===== config.mk =====
export PLATFORM = sky130hd
export DESIGN_NAME = milestone_sram_sequencer
export DESIGN_NICKNAME = d
export VERILOG_FILES = /design/src/rtl/milestone_sram_sequencer.sv
export SDC_FILE = /design/constraint.sdc
export NUM_CORES = 1
export LEC_CHECK = 0
export CAP_MARGIN = 20
export CORE_MARGIN = 1.5
export CORE_UTILIZATION = 35
export DETAILED_ROUTE_END_ITERATION = 10
export DONT_BUFFER_PORTS = 1
export GPL_ROUTABILITY_DRIVEN = 0
export PLACE_DENSITY_LB_ADDON = 0.05
export SYNTH_ARGS = -nofsm -noshare
export SYNTH_HDL_FRONTEND = slang
export SYNTH_SLANG_ARGS = --single-unit

===== constraint.sdc =====
create_clock -name CLOCK_50_I -period 2.1 [get_ports CLOCK_50_I]
set_input_delay 0.315 -clock CLOCK_50_I [delete_from_list [all_inputs] [get_ports CLOCK_50_I]]
set_output_delay 0.315 -clock CLOCK_50_I [all_outputs]
set_load 0.05 [all_outputs]

===== src/rtl/milestone_sram_sequencer.sv =====
// Milestone sequencer: runs enabled decoder stages in ascending order and
// lends the single SRAM controller port to the running stage, else to the VGA reader.
//
// state  | meaning
// S_IDLE | VGA reader owns SRAM, waiting for Go
// S_RUN  | one stage started, its SRAM signals muxed through, watchdog counting
// S_GAP  | one dead cycle between stages, start low, no writes
// S_DONE | one-cycle Seq_done pulse, then back to S_IDLE
module milestone_sram_sequencer #(
    parameter int          NUM_STAGES     = 3,
    parameter int          ADDR_W         = 18,
    parameter int          DATA_W         = 16,
    parameter int unsigned TIMEOUT_CYCLES = 50000000
) (
    input  logic                         CLOCK_50_I,
    input  logic                         Resetn,
    input  logic                         Go,
    input  logic [NUM_STAGES-1:0]        Stage_enable,
    output logic [NUM_STAGES-1:0]        Stage_start,
    input  logic [NUM_STAGES-1:0]        Stage_done,
    input  logic [NUM_STAGES*ADDR_W-1:0] Stage_SRAM_address,
    input  logic [NUM_STAGES*DATA_W-1:0] Stage_SRAM_write_data,
    input  logic [NUM_STAGES-1:0]        Stage_SRAM_we_n,
    input  logic [ADDR_W-1:0]            Idle_SRAM_address,
    output logic [ADDR_W-1:0]            SRAM_address,
    output logic [DATA_W-1:0]            SRAM_write_data,
    output logic                         SRAM_we_n,
    output logic                         VGA_enable,
    output logic                         Busy,
    output logic                         Seq_done,
    output logic                         Timeout_error,
    output logic [3:0]                   Active_stage,
    output logic [31:0]                  Stage_cycles
);

    typedef enum logic [1:0] {
        S_IDLE = 2'd0,
        S_RUN  = 2'd1,
        S_GAP  = 2'd2,
        S_DONE = 2'd3
    } state_t;

    localparam logic [31:0]           TIMEOUT_VAL  = 32'(TIMEOUT_CYCLES);
    localparam logic [31:0]           TIMEOUT_LAST = 32'(TIMEOUT_CYCLES - 1);
    localparam logic [NUM_STAGES-1:0] ONE_N        = NUM_STAGES'(1);

    state_t                state, state_d;
    logic [NUM_STAGES-1:0] mask, mask_d;
    logic [NUM_STAGES-1:0] start_d;
    logic [3:0]            active_d;
    logic [31:0]           counter, counter_d;
    logic [31:0]           cycles_d;
    logic                  terr_d;
    logic                  done_hit;
    logic [NUM_STAGES-1:0] mask_left;

    function automatic logic [3:0] lowest_idx(input logic [NUM_STAGES-1:0] m);
        logic [3:0] idx;
        idx = '0;
        for (int i = NUM_STAGES - 1; i >= 0; i--) begin
            if (m[i]) idx = 4'(i);
        end
        return idx;
    endfunction

    function automatic logic [NUM_STAGES-1:0] lowest_onehot(input logic [NUM_STAGES-1:0] m);
        return m & (~m + ONE_N);
    endfunction

    // Stage_start is one-hot on the active stage, so masking done with it
    // ignores done levels from every other stage.
    assign done_hit  = |(Stage_done & Stage_start);
    assign mask_left = mask & ~Stage_start;

    always_ff @(posedge CLOCK_50_I or negedge Resetn) begin
        if (!Resetn) begin
            state         <= S_IDLE;
            mask          <= '0;
            Stage_start   <= '0;
            Active_stage  <= '0;
            counter       <= '0;
            Stage_cycles  <= '0;
            Timeout_error <= 1'b0;
            VGA_enable    <= 1'b1;
            Busy          <= 1'b0;
            Seq_done      <= 1'b0;
        end else begin
            state         <= state_d;
            mask          <= mask_d;
            Stage_start   <= start_d;
            Active_stage  <= active_d;
            counter       <= counter_d;
            Stage_cycles  <= cycles_d;
            Timeout_error <= terr_d;
            VGA_enable    <= (state_d == S_IDLE);
            Busy          <= (state_d != S_IDLE);
            Seq_done      <= (state_d == S_DONE);
        end
    end

    always_comb begin
        state_d   = state;
        mask_d    = mask;
        start_d   = Stage_start;
        active_d  = Active_stage;
        counter_d = counter;
        cycles_d  = Stage_cycles;
        terr_d    = Timeout_error;
        case (state)
            S_IDLE: begin
                if (Go) begin
                    mask_d = Stage_enable;
                    terr_d = 1'b0;
                    if (|Stage_enable) begin
                        active_d  = lowest_idx(Stage_enable);
                        start_d   = lowest_onehot(Stage_enable);
                        counter_d = '0;
                        state_d   = S_RUN;
                    end else begin
                        state_d = S_DONE;
                    end
                end
            end
            S_RUN: begin
                counter_d = counter + 32'd1;
                if (done_hit) begin
                    start_d  = '0;
                    cycles_d = counter + 32'd1;
                    mask_d   = mask_left;
                    state_d  = (|mask_left) ? S_GAP : S_DONE;
                end else if (counter == TIMEOUT_LAST) begin
                    // abort skips every remaining stage
                    start_d  = '0;
                    cycles_d = TIMEOUT_VAL;
                    terr_d   = 1'b1;
                    mask_d   = '0;
                    state_d  = S_DONE;
                end
            end
            S_GAP: begin
                active_d  = lowest_idx(mask);
                start_d   = lowest_onehot(mask);
                counter_d = '0;
                state_d   = S_RUN;
            end
            S_DONE: begin
                state_d = S_IDLE;
            end
            default: begin
                state_d = S_IDLE;
            end
        endcase
    end

    always_comb begin
        SRAM_address    = Idle_SRAM_address;
        SRAM_write_data = '0;
        SRAM_we_n       = 1'b1;
        if (state == S_RUN) begin
            for (int k = 0; k < NUM_STAGES; k++) begin
                if (Active_stage == 4'(k)) begin
                    SRAM_address    = Stage_SRAM_address[k*ADDR_W +: ADDR_W];
                    SRAM_write_data = Stage_SRAM_write_data[k*DATA_W +: DATA_W];
                    SRAM_we_n       = Stage_SRAM_we_n[k];
                end
            end
        end
    end

endmodule


==> qor.csv <==
stage,metric,value,unit
synth,postSynthAreaPerCell,9.163,um^2
clock_tree,htree_levels,3,
global_routing,antenna_found_initial,0,
setup_path,crit_chain,ha_4 > nand3_4 > or4_4 > buf_6 > buf_6 > or3_4 > o21ai_2 > a22o_1,
sta,worst_pin_slew,0.5319,ns
global_routing,grt_usage,0.2220,
setup_path,r2r_slack,-0.08,ns
synth,synthArstFlopShare,1.000,
setup_path,endpoint_kind,flop,
sta,hold_ws,-0.3367,ns
synth,yosysWarnings,0,
finish,multi_input_area,0.003790,mm^2
synth,yosys_register_bits,78,
floorplan,die_area,0.01647,mm^2
sta,post-route-period-util,1.038,
synth,synth_ff_type,dfrtp_1,
finish,fillers,1409,
sta,setup_viol_count_final,25,
global_routing,grt_pass1_wl,28100,um
finish,area_growth,40.10,%
route,drt.antenna.violating_nets,0,
sta,timing.fmax,0.4589,GHz
synth,yosysSeqAreaShare,0.3553,
pwr,total_power,3.556,mW
global_routing,gr-total-overflow,0,
status,status,"finished, violations left",
status,violations,"negative hold slack, negative setup slack",
setup_path,max_stage_delay,0.56,ns
setup_path,crit_required,2.38,ns
placed_design,post-place-ws,-0.03285,ns
sta,maxSlewViolCount,0,
placed_design,place_inst,860,
clock_tree,numCtsBuffers,9,
floorplan,ios,210,
sta,fin_ws,-0.07895,ns
global_routing,grt_util_met3,0.04283,
sta,slew_headroom,0.6454,
finish,n_antenna_cell,0,
clock_tree,cts_tree,yes,
finish,final_cell_mix,"77 x buf_4, 72 x dfrtp_1, 61 x nand2_1",
run,cap_violations,0,
route,wirelength,18450,um
global_routing,busiest_layer,met2,
route,drtPass1Iterations,4,
global_routing,met2_usage,0.4048,
route,drt_iter0_drc,307,
sta,finalHoldViolations,78,
finish,final-seq-area,0.001959,mm^2
finish,drive_above_1_share,0.3953,
finish,final_common_cell,buf_4,
finish,layout.nets,814,
floorplan,die_w,128.3,um
placed_design,dp.final_hpwl,13120,um
sta,final.setup.tns,-0.7536,ns
placed_design,place_area,0.006803,mm^2
floorplan,die_h,128.3,um
route,dr_total_vias,4994,
synth,syn_inst,600,
finish,final_cells,894,
global_routing,gr-usage-met1,0.2685,
global_routing,grt_start_max_net_pins,79,
clock_tree,clock_sinks,78,
route,drcViolationCount,0,
floorplan,core-area,0.01526,mm^2
floorplan,rows,45,
sta,finalCriticalPeriod,2.179,ns
sta,clock_skew,0.007214,ns
setup_path,critPathKind,reg -> reg,
pwr,p_per_area,461.7,mW/mm^2
floorplan,start_util,0.3603,
pwr,power_leakage,3.317,nW
setup_path,cp_max_fo,6,
clock_tree,clk_latency,0.34,ns
sta,rsz0062_at_grt,true,
worst_hold_path,hold_class,in -> async,
synth,synth_edf_count,0,
clock_tree,cts.clk_slew.worst_paths,0.06,ns
setup_path,worstSetupStartpointType,flop,
clock_tree,clockBufferDepth,2,
setup_path,crit_top_cell,buf_6,
synth,synth.distinct_cells,66,
route,avgViaCountPerCell,5.586,
setup_path,cp_slowest_cell,or4_4,
placed_design,io_buffer_count,0,
pwr,ir_drop,0.0003509,V
clock_tree,clockRootBuffer,clkbuf_16,
global_routing,grt_pass1_vias,5065,
synth,syn_area,0.005498,mm^2
finish,final_util,0.5048,
finish,fin_area,0.007702,mm^2
route,wl_per_cell,20.64,um
setup_path,arrival,2.46,ns
registers in the layout, summed over array words and instances (netlist names):
signal	flops
Stage_cycles	32
VGA_enable	1
Seq_done	1
Timeout_error	1
counter	32
Active_stage	2
mask	3
Stage_start	3
Busy	1
state	2
where the power goes:
group          internal, mW  total [mW]  switching (mW)
Clock                  1.04        1.69           0.650
Sequential             1.50        1.50               0
Combinational         0.148       0.359           0.211
cells in the mapped netlist (10+ instances only):
master,count,share of area
nand2_1,63,0.043
a22o_1,23,0.037
mux4_2,13,0.053
inv_1,11,0.0075
xor2_1,11,0.018
mux2_2,18,0.037
buf_2,13,0.012
nor2_1,64,0.044
nand3_1,11,0.010
o21ai_0,30,0.027
o21ai_1,17,0.015
dfrtp_1,77,0.35
a21oi_1,36,0.033
xnor2_1,10,0.016
clkbuf_1,25,0.017
nor3_1,10,0.0091
mux2i_1,36,0.066
nand4_1,10,0.011
metal layers:
metal / part of all wire / vias to the layer above
met5: 0 / -
met4: 0.014 / 0
met3: 0.050 / 17
met2: 0.53 / 160
met1: 0.41 / 2483
li1: - / 2334
cell type report:
type,instances,share of cell area
Sequential cell,78,0.2544
Clock buffer,11,0.03021
Inverter,12,0.005848
Timing Repair Buffer,118,0.1724
Clock inverter,5,0.01088
Tap cell,211,0.03428
Multi-Input combinational cell,459,0.4920
what timing repair did:
action,4_1_cts,5_1_grt
hold endpoints to repair,78,78
pin swaps,4,17
buffers inserted,4,10
resized for setup,41,56
endpoints found under the setup margin,41,95
gates cloned,3,1
critical path, delay by kind of cell (launching register included):
family	cells	cell delay, ns
DFF	1	0.40
adders and majority gates	1	0.17
AOI/OAI and AO/OA	2	0.26
buffers and inverters	2	0.27
and+or+nand+nor	3	1.02
cell families (layout without fill, tap and decap cells):
| group | Yosys count | in the layout | synth area share |
|---|---|---|---|
| compound gates | 147 | 147 | 0.1825 |
| xor+xnor | 21 | 21 | 0.03345 |
| fa+ha+maj | 4 | 4 | 0.009104 |
| buf+inv | 64 | 146 | 0.05166 |
| flops | 78 | 78 | 0.3553 |
| mux | 67 | 67 | 0.1557 |
| other cells | 1 | 2 | 0.0006821 |
| simple gates | 218 | 218 | 0.2117 |
final timing paths:
kind                                       from                to  depth (start not counted)
worst max-delay path                 counter[0]       counter[14]                          8
worst min-delay path                     Resetn  Stage_cycles[17]                          0
worst max register to register       counter[0]       counter[14]                          8
worst min register to register          mask[2]           mask[2]                          2
max in group asynchronous                Resetn        VGA_enable                          0
min in group CLOCK_50_I         Stage_enable[1]           mask[1]                          2
(Power assumes the default switching activity.)
